==> src/rtl/fetch_unit.sv <==
// rtl/fetch_unit.sv - instruction fetch front end with prefetch queue, redirect flush and halt detection
//
// Ports:
//   clk, rst_n                   clock (rising edge), asynchronous active-low reset
//   imem_req_valid/ready/addr    fetch request to instruction memory
//   imem_rsp_valid/data          in-order responses, one per accepted request
//   redirect_valid/pc            one-cycle redirect from execute
//   dec_valid/ready/instr/pc     queue head handed to decode
//   pc                           current fetch PC
//   hlt                          sticky halt, cleared only by reset
module fetch_unit #(
    parameter int unsigned ADDR_W  = 16,
    parameter int unsigned INSTR_W = 16,
    parameter int unsigned DEPTH   = 4,
    parameter int unsigned PC_INC  = 2,
    parameter logic [3:0]  HALT_OP = 4'hF
) (
    input  logic               clk,
    input  logic               rst_n,
    output logic               imem_req_valid,
    input  logic               imem_req_ready,
    output logic [ADDR_W-1:0]  imem_req_addr,
    input  logic               imem_rsp_valid,
    input  logic [INSTR_W-1:0] imem_rsp_data,
    input  logic               redirect_valid,
    input  logic [ADDR_W-1:0]  redirect_pc,
    output logic               dec_valid,
    input  logic               dec_ready,
    output logic [INSTR_W-1:0] dec_instr,
    output logic [ADDR_W-1:0]  dec_pc,
    output logic [ADDR_W-1:0]  pc,
    output logic               hlt
);
    localparam int unsigned PTR_W = $clog2(DEPTH);
    localparam int unsigned CNT_W = PTR_W + 1;

    logic [ADDR_W-1:0]  fetch_pc;
    logic [INSTR_W-1:0] q_instr [DEPTH];
    logic [ADDR_W-1:0]  q_addr  [DEPTH];
    logic [ADDR_W-1:0]  a_fifo  [DEPTH];   // PCs of accepted requests, oldest at a_head
    logic [PTR_W-1:0]   q_head, q_tail, a_head, a_tail;
    logic [CNT_W-1:0]   count, outstanding, drop, out_next;
    logic               halt_pending;

    logic redir, credit, req_fire, rsp_take, rsp_push, pop;

    // A redirect after halt is ignored entirely.
    assign redir    = redirect_valid & ~hlt;
    // Queue slots are reserved for every in-flight request so a response always has room.
    assign credit   = ({1'b0, count} + {1'b0, outstanding}) < (CNT_W + 1)'(DEPTH);
    // Gated by rst_n so the request line is low while reset is held.
    assign imem_req_valid = rst_n & ~redirect_valid & ~halt_pending & ~hlt & credit;
    assign imem_req_addr  = fetch_pc;
    assign pc             = fetch_pc;

    assign req_fire = imem_req_valid & imem_req_ready;
    // Responses with nothing outstanding are stale (e.g. from before reset).
    assign rsp_take = imem_rsp_valid & (outstanding != '0);
    assign rsp_push = rsp_take & (drop == '0) & ~redir;

    assign dec_valid = (count != '0) & ~redirect_valid & ~hlt;
    assign dec_instr = q_instr[q_head];
    assign dec_pc    = q_addr[q_head];
    assign pop       = dec_valid & dec_ready;

    assign out_next  = outstanding + CNT_W'(req_fire) - CNT_W'(rsp_take);

    always_ff @(posedge clk or negedge rst_n) begin
        if (!rst_n) begin
            fetch_pc     <= '0;
            q_head       <= '0;
            q_tail       <= '0;
            a_head       <= '0;
            a_tail       <= '0;
            count        <= '0;
            outstanding  <= '0;
            drop         <= '0;
            halt_pending <= 1'b0;
            hlt          <= 1'b0;
            for (int i = 0; i < int'(DEPTH); i++) begin
                q_instr[i] <= '0;
                q_addr[i]  <= '0;
                a_fifo[i]  <= '0;
            end
        end else begin
            outstanding <= out_next;
            if (req_fire) begin
                a_fifo[a_tail] <= fetch_pc;
                a_tail         <= a_tail + 1'b1;
            end
            if (rsp_take) begin
                a_head <= a_head + 1'b1;
            end
            if (redir) begin
                // Everything still in flight after this edge belongs to the old stream.
                fetch_pc     <= redirect_pc;
                q_head       <= '0;
                q_tail       <= '0;
                count        <= '0;
                drop         <= out_next;
                halt_pending <= 1'b0;
            end else begin
                if (req_fire) begin
                    fetch_pc <= fetch_pc + ADDR_W'(PC_INC);
                end
                if (rsp_take && (drop != '0)) begin
                    drop <= drop - 1'b1;
                end
                if (rsp_push) begin
                    q_instr[q_tail] <= imem_rsp_data;
                    q_addr[q_tail]  <= a_fifo[a_head];
                    q_tail          <= q_tail + 1'b1;
                    if (imem_rsp_data[INSTR_W-1 -: 4] == HALT_OP) begin
                        halt_pending <= 1'b1;
                    end
                end
                if (pop) begin
                    q_head <= q_head + 1'b1;
                    if (q_instr[q_head][INSTR_W-1 -: 4] == HALT_OP) begin
                        hlt <= 1'b1;
                    end
                end
                count <= count + CNT_W'(rsp_push) - CNT_W'(pop);
            end
        end
    end
endmodule

==> config.mk <==
export PLATFORM = sky130hd
export DESIGN_NAME = fetch_unit
export DESIGN_NICKNAME = d
export VERILOG_FILES = /design/src/rtl/fetch_unit.sv
export SDC_FILE = /design/constraint.sdc
export NUM_CORES = 1
export LEC_CHECK = 0
export BUFFER_PORTS_ARGS = -buffer_cell sky130_fd_sc_hd__buf_2
export CAP_MARGIN = 20
export CORE_ASPECT_RATIO = 1.5
export CORE_UTILIZATION = 30
export DETAILED_ROUTE_END_ITERATION = 10
export SLEW_MARGIN = 20
export SYNTH_ARGS = -nofsm -noshare
export SYNTH_HDL_FRONTEND = slang
export SYNTH_SLANG_ARGS = --single-unit
==> constraint.sdc <==
create_clock -name clk -period 6.6 [get_ports clk]
set_input_delay 0.33 -clock clk [delete_from_list [all_inputs] [get_ports clk]]
set_output_delay 0.33 -clock clk [all_outputs]
set_load 0.01 [all_outputs]
==> metrics.cfg <==
[floorplan]
chipWidth_um=154
die_height_um=230
rows=83
coreArea_mm2=0.0342
start_util_pct=30.3
io_pins=105
dieArea_mm2=0.0353

[global_route]
grt_pass1_wl_um=36600
overflow=0
grtUsageTotal_pct=13.3
grt_max_degree=69
grt_pass1_vias=6456
antenna_found_initial=1

[yosys]
yosysSeqAreaShare_pct=54.8
synth_edf_count=0
synth_seq_cells=227
syn_nets=754
ys_top_cells_by_count=dfrtp_1, mux2_2, mux4_2
synth_area_per_cell_um2=14.9
synth_most_common_cell=dfrtp_1
synthFlopType=dfrtp_1
netlist_top_cells_area=dfrtp_1, mux2_2, mux4_2
synth_cell_type_count=39
async_flop_share_pct=100
mappedNetlistArea_mm2=0.0104
synth_top_area_cell=dfrtp_1
synth_cells=697
synth.yosys.warnings=0
synthDominantCellAreaShare_pct=54.8

[sta]
fin_crit_sh_pct=48.7
skew_ns=0.0201
max_freq_ghz=0.311
finalCriticalPeriod_ns=3.21
slew-limit-headroom_pct=33.2
maxSlewViolCount=0
fin_setup_tns_ns=0
final_hold_viol_count=0
worstMarginPinSlew_ns=1.00
rsz0062_at_grt=false
setup_violations=0

[layout]
nets=836
num_antenna_cells=0
design_area_mm2=0.0119
finish.utilization_pct=34.8
area_growth_pct=14.6
stdcell_count=1216
drive_gt1_share_pct=50.1

[place]
hpwl_um=14900
placed_area_mm2=0.0112
place_congestion=0.718
port_buffers=104
dp.cells=1178

[power]
p_per_area_mw_per_mm2=402
p_total_mw=4.77
p_leak_nw=5.58
ir_drop_mv=0.140

[worst_setup_path]
endpoint_kind=register
cp_max_fo=37
critPathArrivalTime_ns=3.63
startpoint_type=input pin
critPathKind=in2reg
required_ns=7.02

[cts]
numCtsBuffers=22
clock-root-buffer=clkbuf_16
ctsLongestPathBuffers=3
cts.sinks=227
cts_tree=built
htreeDepth=1
clock_latency_ns=0.51
clk_pin_slew_ns=0.06
ctsResizeCount=0

[routing]
num_vias=5953
dr.pass1.iters=4
viasPerCell=4.90
drtIter0Drc=230
routedWlPerCell_um=18.5
ant_nets=0
finalWirelength_um=22500
drc=0

[min_path]
hp-class=in2reg

[run_status]
status=finished, final reports clean

[run]
drv_cap=0

## power by group
group,leakage [nW],switching [mW],internal [mW],total [mW]
clock network,0.330,0.520,0.671,1.19
logic,2.28,0.659,0.822,1.48
registers,2.97,0.304,1.80,2.10
## state kept, by name, indices dropped and copies added, names as in the netlist, 3 cells and up
name,flops
a_fifo,64
q_instr,64
outstanding,3
drop,3
imem_req_addr,16
count,3
q_addr,64
## routing by layer
metal	GRT usage, %	vias up	wire (um)
li1	-	2695	-
met1	15.2	3143	9320
met2	25.4	90	12100
met3	1.90	23	678
met4	4.03	2	421
met5	0	-	13
## final timing paths
kind / start / end / slack, ns / depth (start not counted)
min: redirect_pc[3] / imem_req_addr[3]$_DFFE_PN0P_ / 0.07 / 3
max: rst_n / drop[2]$_DFFE_PN0P_ / 3.39 / 14
min reg2reg: q_addr[21]$_DFFE_PN0P_ / q_addr[21]$_DFFE_PN0P_ / 0.50 / 1
min in group asynchronous: rst_n / q_instr[48]$_DFFE_PN0P_ / 0.29 / 2
max reg2reg: outstanding[2]$_DFF_PN0_ / drop[2]$_DFFE_PN0P_ / 3.40 / 13
max in group asynchronous: rst_n / q_addr[2]$_DFFE_PN0P_ / 4.42 / 4
## per-stage QoR
stage,worst slack (ns),hold slack (ns)
2_1_floorplan,3.79,0.0344
3_3_place_gp,3.44,0.237
3_5_place_dp,3.35,0.239
4_1_cts,3.36,0.0351
5_1_grt,3.12,0.0907
6_report,3.39,0.0651
## area by class of cell
| class | instances | area, um2 |
|---|---|---|
| Clock buffer | 32 | 639 |
| Clock inverter | 4 | 26.3 |
| Fill cell | 3260 | 22300 |
| Inverter | 15 | 56.3 |
| Multi-Input combinational cell | 401 | 4350 |
| Sequential cell | 227 | 5680 |
| Tap cell | 425 | 532 |
| Timing Repair Buffer | 112 | 596 |
## cells by family after synthesis
| group | synth area share [%] |
|---|---|
| multiplexers | 31.7 |
| AO/OA/AOI/OAI | 2.10 |
| AND/OR/NAND/NOR | 4.65 |
| XOR/XNOR | 0.929 |
| buffers and inverters | 3.43 |
| adder cells (fa/ha/maj) | 2.44 |
| flip-flops | 54.8 |
## cells in the final DEF, fill, tap and decap left out, types with 4 or more instances in the layout
cell type | Yosys | routed
nor2_1 | 22 | 22
buf_4 | 16 | 6
mux4_2 | 48 | 48
nand2_1 | 21 | 17
xnor2_1 | 8 | 8
buf_2 | 23 | 103
ha_1 | 17 | 17
and3_1 | 5 | 5
or4_1 | 4 | 4
nand4_1 | 5 | 5
or3_1 | 9 | 9
nand2_2 | 4 | 8
mux2_2 | 193 | 193
clkbuf_16 | 0 | 23
a31oi_1 | 14 | 14
inv_1 | 14 | 14
dfrtp_1 | 227 | 225
nand3_1 | 7 | 7
o21ai_0 | 13 | 13
clkbuf_1 | 14 | 6
## timing repair
action,CTS,global route
setup buffers,0,0
hold buffers,2,0
endpoints found under the hold margin,35,0
## worst max-delay path: stages
cell and delay [ns]:
dlygate4sd3_1 0.56, buf_8 0.29, nor3b_1 0.38, and4_1 0.51, inv_2 0.11, ha_1 0.30, inv_1 0.05, ha_1 0.12
inv_1 0.05, fa_1 0.37, xnor2_1 0.20, xnor2_1 0.17, nand2_1 0.07, o21ai_0 0.10
No activity file was read; power rests on OpenSTA's default activity.
